## src/rtl/oric_kbd_matrix_gen.sv

```systemverilog
// Oric keyboard matrix generator: PS/2 events and a timed key-injection queue
// are merged into the active-low row sense for the column the VIA is scanning.
module oric_kbd_matrix_gen #(
    parameter int unsigned COLS       = 8,
    parameter int unsigned ROWS       = 8,
    parameter int unsigned CW         = $clog2(COLS),
    parameter int unsigned RW         = $clog2(ROWS),
    parameter int unsigned FIFO_DEPTH = 16,
    parameter int unsigned HOLD_CYC   = 480000,
    parameter int unsigned GAP_CYC    = 480000,
    parameter int unsigned SHIFT_COL  = 4,
    parameter int unsigned SHIFT_ROW  = 4,
    parameter logic [8:0]  BRK_CODE   = 9'h009
) (
    input  logic             clk,
    input  logic             reset,
    input  logic [10:0]      ps2_key,
    output logic [8:0]       map_addr,
    input  logic [CW+RW:0]   map_data,
    input  logic [CW-1:0]    col,
    output logic [ROWS-1:0]  ROWbit,
    input  logic [CW+RW:0]   inj_data,
    input  logic             inj_valid,
    output logic             inj_ready,
    input  logic             inj_flush,
    output logic             inj_busy,
    output logic             swrst
);

    localparam int unsigned AW   = (FIFO_DEPTH > 1) ? $clog2(FIFO_DEPTH) : 1;
    localparam int unsigned MAXC = (HOLD_CYC > GAP_CYC) ? HOLD_CYC : GAP_CYC;
    localparam int unsigned CNTW = (MAXC > 1) ? $clog2(MAXC) : 1;

    localparam logic [CNTW-1:0] HOLD_LOAD = CNTW'(HOLD_CYC - 1);
    localparam logic [CNTW-1:0] GAP_LOAD  = CNTW'(GAP_CYC - 1);
    localparam logic [CW-1:0]   SH_COL    = CW'(SHIFT_COL);
    localparam logic [RW-1:0]   SH_ROW    = RW'(SHIFT_ROW);

    typedef enum logic [1:0] {StIdle, StPress, StGap} seq_e;

    // PS/2 event detection and lookup pipeline
    logic                      tog_q;
    logic                      lk_valid_q;
    logic                      pressed_q;
    logic                      ev;
    logic                      map_valid;
    logic [CW-1:0]             map_col;
    logic [RW-1:0]             map_row;
    logic [COLS-1:0][ROWS-1:0] key_state;

    // Injection queue and sequencer
    logic [CW+RW:0]            mem [FIFO_DEPTH];
    logic [AW:0]               wptr_q;
    logic [AW:0]               rptr_q;
    logic                      empty;
    logic                      full;
    logic                      push;
    logic                      head_shift;
    logic [CW-1:0]             head_col;
    logic [RW-1:0]             head_row;
    logic [COLS-1:0][ROWS-1:0] head_mask;
    logic [COLS-1:0][ROWS-1:0] inj_state;
    seq_e                      st_q;
    logic [CNTW-1:0]           cnt_q;

    logic [COLS-1:0][ROWS-1:0] eff;
    logic                      col_ok;
    logic                      map_col_ok;
    logic                      head_col_ok;
    logic                      map_row_ok;
    logic                      head_row_ok;

    // Range checks collapse to constants when the index width covers the matrix exactly.
    if (COLS == (1 << CW)) begin : g_col_full
        assign col_ok      = 1'b1;
        assign map_col_ok  = 1'b1;
        assign head_col_ok = 1'b1;
    end else begin : g_col_part
        assign col_ok      = 32'(col) < COLS;
        assign map_col_ok  = 32'(map_col) < COLS;
        assign head_col_ok = 32'(head_col) < COLS;
    end

    if (ROWS == (1 << RW)) begin : g_row_full
        assign map_row_ok  = 1'b1;
        assign head_row_ok = 1'b1;
    end else begin : g_row_part
        assign map_row_ok  = 32'(map_row) < ROWS;
        assign head_row_ok = 32'(head_row) < ROWS;
    end

    assign ev = ps2_key[10] ^ tog_q;
    assign {map_valid, map_col, map_row} = map_data;

    always_ff @(posedge clk) begin
        if (reset) begin
            tog_q      <= ps2_key[10];
            lk_valid_q <= 1'b0;
            pressed_q  <= 1'b0;
            map_addr   <= '0;
            swrst      <= 1'b0;
            key_state  <= '0;
        end else begin
            tog_q      <= ps2_key[10];
            lk_valid_q <= ev;
            if (ev) begin
                map_addr  <= ps2_key[8:0];
                pressed_q <= ps2_key[9];
                if (ps2_key[8:0] == BRK_CODE) begin
                    swrst <= ps2_key[9];
                end
            end
            if (lk_valid_q && map_valid && map_col_ok && map_row_ok) begin
                key_state[map_col][map_row] <= pressed_q;
            end
        end
    end

    assign empty     = (wptr_q == rptr_q);
    assign full      = (wptr_q[AW] != rptr_q[AW]) && (wptr_q[AW-1:0] == rptr_q[AW-1:0]);
    assign inj_ready = !full;
    assign push      = inj_valid && !full && !inj_flush;
    assign inj_busy  = !empty || (st_q != StIdle);

    assign {head_shift, head_col, head_row} = mem[rptr_q[AW-1:0]];

    always_comb begin
        head_mask = '0;
        if (head_col_ok && head_row_ok) begin
            head_mask[head_col][head_row] = 1'b1;
        end
        if (head_shift) begin
            head_mask[SH_COL][SH_ROW] = 1'b1;
        end
    end

    always_ff @(posedge clk) begin
        if (push) begin
            mem[wptr_q[AW-1:0]] <= inj_data;
        end
    end

    // Flush shares the reset path: a write in the same cycle is dropped via push.
    always_ff @(posedge clk) begin
        if (reset || inj_flush) begin
            st_q      <= StIdle;
            cnt_q     <= '0;
            inj_state <= '0;
            wptr_q    <= '0;
            rptr_q    <= '0;
        end else begin
            if (push) begin
                wptr_q <= wptr_q + 1'b1;
            end
            unique case (st_q)
                StIdle: begin
                    if (!empty) begin
                        rptr_q    <= rptr_q + 1'b1;
                        inj_state <= head_mask;
                        cnt_q     <= HOLD_LOAD;
                        st_q      <= StPress;
                    end
                end
                StPress: begin
                    if (cnt_q == '0) begin
                        inj_state <= '0;
                        cnt_q     <= GAP_LOAD;
                        st_q      <= StGap;
                    end else begin
                        cnt_q <= cnt_q - 1'b1;
                    end
                end
                StGap: begin
                    if (cnt_q == '0) begin
                        st_q <= StIdle;
                    end else begin
                        cnt_q <= cnt_q - 1'b1;
                    end
                end
                default: st_q <= StIdle;
            endcase
        end
    end

    assign eff = key_state | inj_state;

    always_ff @(posedge clk) begin
        if (reset) begin
            ROWbit <= '1;
        end else if (col_ok) begin
            ROWbit <= ~eff[col];
        end else begin
            ROWbit <= '1;
        end
    end

endmodule

```

## config.mk

```make
export PLATFORM = sky130hd
export DESIGN_NAME = oric_kbd_matrix_gen
export DESIGN_NICKNAME = d
export VERILOG_FILES = /design/src/rtl/oric_kbd_matrix_gen.sv
export SDC_FILE = /design/constraint.sdc
export NUM_CORES = 1
export LEC_CHECK = 0
export ABC_AREA = 1
export CAP_MARGIN = 10
export CORE_ASPECT_RATIO = 1.75
export CORE_MARGIN = 10
export CORE_UTILIZATION = 61
export CTS_CLUSTER_SIZE = 28
export DETAILED_ROUTE_END_ITERATION = 16
export GPL_TIMING_DRIVEN = 0
export PLACE_DENSITY = 0.86
export SYNTH_ARGS = -nofsm -noshare
export SYNTH_HDL_FRONTEND = slang
export SYNTH_SLANG_ARGS = --single-unit
```

## constraint.sdc

```tcl
create_clock -name clk -period 2.1 [get_ports clk]
set_input_delay 0.525 -clock clk [delete_from_list [all_inputs] [get_ports clk]]
set_output_delay 0.525 -clock clk [all_outputs]
set_load 0.05 [all_outputs]
```

==> out/results.ini <==
[pwr]
post-layout-total-power_mw=13.8
total_leakage_power_nw=6.12
power.density_nw_per_um2=871
irDropWorstVdd_v=0.000618

[synth]
ys.warnings.count=0
synthesis.area_sq_um=13200
post_synth_num_cell_types=41
main_combinational_cell_family_by_area_after_synthesis=simple AND/OR/NAND/NOR gates
post_synth_inst_count=1594
synth_nets=1636
yosys_most_used_dff=sky130_fd_sc_hd__dfxtp_1
edff_count_synth=112
synth-seq-cells=296
synth.area.mux_share_pct=0
synthArstFlopShare_pct=0
synth_area_per_cell_sq_um=8.26
synth_fa_ha_area_share_pct=0.951
synth_xor_area_share_pct=0.399
synth_compound_area_share_pct=12.0
synth_simple_gate_area_share_pct=25.8
synth-seq-area-share_pct=53.5

[drt]
drc_errors=0
ant_nets=0
drt-initial-drc-count=1535
drt-pass1-iter-count=6
routedWlPerCell_microns=22.5
routed_via_density=6.22
sum_of_routed_wire_segments_on_met1_microns=14200
highest-signal-layer=met4
finalWirelength_microns=45700
detailroute.wirelength.met3_microns=4320
route.met2.wl_microns=22200
vias=12600

[setup_path]
crit_type=in -> reg
worst-endpoint-required_ns=2.55
max_stage_delay_ns=0.60
maximum_fanout_along_the_worst_path=10
setup.worst_path.start_class=input port
worst-r2r-setup-slack_ns=-0.17
destination_of_the_worst_register_to_register_timing_path=inj_state[1]
cp_data_arrival_time_ns=2.79
end_kind=register
crit_chain=clkdlybuf4s50_1 > nor2_1 > inv_2 > clkbuf_1 > a21oi_1
critical_path.startpoint=inj_flush
critical-path-slowest-cell=sky130_fd_sc_hd__nor2_1
worstRegToRegCells=9

[die]
die_w_microns=131
floorplan.die_area_sq_um=28100
die_h_microns=214
placeableCoreArea_sq_um=21400
io-pin-count=52
initial_utilization_pct=61.5
core.rowCount=71

[sta]
rsz_0062_raised_after_global_routing=true
max_slew_margin_pct=37.7
worst_clock_skew_ns=0.0262
hold_violations=0
crit_share_post_route_pct=112
hold_ws_ns=0.474
report.final.slew_viol_count=0
worst_max_slew_pin_slew_ns=0.935
final-setup-viol-count=102
final_critical_path_setup_slack_ns=-0.243
min_period_ns=2.34
clock.fmax_mhz=427

[placement]
routability_congestion=0.965
dp.final_hpwl_microns=28300
preCtsSetupSlack_ns=-0.775
placed_cells=1933
port_buffers=47

[hold_path]
worstHoldEndpoint=key_state[53]
instance_count_along_the_most_critical_hold_path=4
hold_path_startpoint=map_data[3]
min-delay-path-class=in -> reg

[global_routing]
gr-total-overflow=0
grt_use_total_pct=29.1
wire_length_of_the_first_global_routing_pass_microns=64100
grt_start_max_net_pins=18
initial_antenna_violation_count=0
number_of_global_route_vias_before_repair=12100

[clock_tree]
clock_tree.buffer_depth=3
tritoncts.num_buffers=26
clk_latency_ns=0.55
cts_sinks=296
cts_tree=yes
root_buffer=sky130_fd_sc_hd__clkbuf_16
clkSlewWorstSetupHoldPaths_ns=0.08
h-tree-depth=1

[status]
outcome=finished, violations left
failed_checks=setup timing

[final_layout]
share_of_final_layout_standard_cells_stronger_than_drive_strength_1_pct=14.6
final_nets=1760
layoutNonFillerInstCount=2030
nFillCells=1439
number_of_antenna_repair_diodes=0
area.growth.synth_to_final_pct=20.3

[job]
timing.max_cap.violations=0

## worst max-delay path: cells and delay by family
family	cells	cell delay (ns)
compound gates	1	0.34
buf+inv	3	1.32
simple gates	1	0.60
## cell usage in the layout, fill, tap and decap left out, types with 6 or more instances in the layout
master / instances
sky130_fd_sc_hd__nand2_1: 253
sky130_fd_sc_hd__nor2_1: 213
sky130_fd_sc_hd__dfxtp_1: 174
sky130_fd_sc_hd__a21oi_1: 135
sky130_fd_sc_hd__inv_1: 134
sky130_fd_sc_hd__edfxtp_1: 112
sky130_fd_sc_hd__nand3_1: 102
sky130_fd_sc_hd__nor3_1: 95
sky130_fd_sc_hd__o21ai_0: 82
sky130_fd_sc_hd__buf_4: 46
sky130_fd_sc_hd__clkbuf_1: 38
sky130_fd_sc_hd__clkbuf_16: 28
sky130_fd_sc_hd__clkdlybuf4s50_1: 26
sky130_fd_sc_hd__nor2_4: 25
sky130_fd_sc_hd__o21ai_1: 18
sky130_fd_sc_hd__dlygate4sd2_1: 18
sky130_fd_sc_hd__inv_2: 17
sky130_fd_sc_hd__o31ai_1: 16
sky130_fd_sc_hd__o311ai_0: 14
sky130_fd_sc_hd__nand2_2: 12
sky130_fd_sc_hd__nand3_2: 12
sky130_fd_sc_hd__o211ai_1: 12
sky130_fd_sc_hd__nor2_2: 11
sky130_fd_sc_hd__ha_1: 10
sky130_fd_sc_hd__nand2_4: 9
sky130_fd_sc_hd__dfxtp_4: 9
sky130_fd_sc_hd__nor3_2: 8
sky130_fd_sc_hd__buf_12: 8
sky130_fd_sc_hd__inv_4: 7
sky130_fd_sc_hd__nand4_1: 7
sky130_fd_sc_hd__buf_2: 7
sky130_fd_sc_hd__buf_6: 7
sky130_fd_sc_hd__nand3_4: 6
sky130_fd_sc_hd__clkbuf_4: 6
sky130_fd_sc_hd__buf_8: 6
## worst max-delay path by stage
stage | end | cells after the start
floorplan | mem[11][0] | 10
global placement | mem[5][6] | 5
detailed placement | mem[5][6] | 5
CTS | inj_busy | 5
global route | inj_state[34] | 12
finish | inj_state[4] | 5
## synth_stat cells, types with 13 or more instances
cell type / number / area, sq um
sky130_fd_sc_hd__inv_2: 17 / 63.8
sky130_fd_sc_hd__a21oi_1: 136 / 681
sky130_fd_sc_hd__nor2_1: 242 / 908
sky130_fd_sc_hd__inv_1: 142 / 533
sky130_fd_sc_hd__nand3_1: 111 / 556
sky130_fd_sc_hd__o31ai_1: 16 / 120
sky130_fd_sc_hd__clkbuf_1: 35 / 131
sky130_fd_sc_hd__o21ai_1: 17 / 85.1
sky130_fd_sc_hd__nor3_1: 95 / 475
sky130_fd_sc_hd__dfxtp_1: 184 / 3680
sky130_fd_sc_hd__nand2_1: 263 / 987
sky130_fd_sc_hd__buf_2: 13 / 65.1
sky130_fd_sc_hd__o21ai_0: 84 / 420
sky130_fd_sc_hd__edfxtp_1: 112 / 3360
sky130_fd_sc_hd__o311ai_0: 16 / 140
## flip-flops by register name, indices dropped and copies added, names as in the netlist, named ones only
signal / count
ROWbit: 8
mem: 112
cnt_q: 19
lk_valid_q: 1
wptr_q: 5
pressed_q: 1
key_state: 64
rptr_q: 5
st_q: 2
inj_state: 64
swrst: 1
map_addr: 9
tog_q: 1
## layout make-up
class                   count  area (sq um)  area share (%)
plain buffers              64           389            2.46
clock buffers              35           736            4.64
clock inverters            13           151           0.956
inverters                 162           638            4.03
multi-input cells        1071          5520            34.9
flip-flops and latches    296          7080            44.7
well taps                 292           365            2.31
repair buffers             97           953            6.02
## what timing repair did
action                     4_1_cts  5_1_grt
setup endpoints to repair      144      204
pin swaps                       20       24
cloned                           0        1
hold buffers                     0        0
buffers inserted                24       25
gates resized for setup        100       79
## per-stage QoR
step	instance area, sq um	setup TNS, ns	util [%]
final	15800	-5.41	74.0
after floorplan	13200	-6.89	-
after detailed placement	14000	-121.99	65.4
after CTS	15300	-0.122	71.6
after global placement	14000	-112.60	65.4
after global routing	15800	-10.66	74.0
## kinds of logic after synthesis
kind of cell               after synthesis
and+or+nand+nor                        768
DFF                                    296
buffers and inverters                  227
adders and majority gates               10
xor gates and xnor gates                 6
AOI/OAI and AO/OA                      287
## per-layer routing
metal  track usage [%]  vias to the layer above
met2              50.1                      962
li1                  -                     5589
met3              5.00                      361
met4              24.4                        0
met1              29.4                     5721
met5                 0                        -
## report_power, final
group	internal [mW]	leakage, nW	total (mW)	switching (mW)
clock network	2.84	0.420	5.09	2.24
registers	6.05	2.51	6.13	0.0865
logic	0.793	3.19	2.57	1.78
Power figures use the tool's default switching activity.
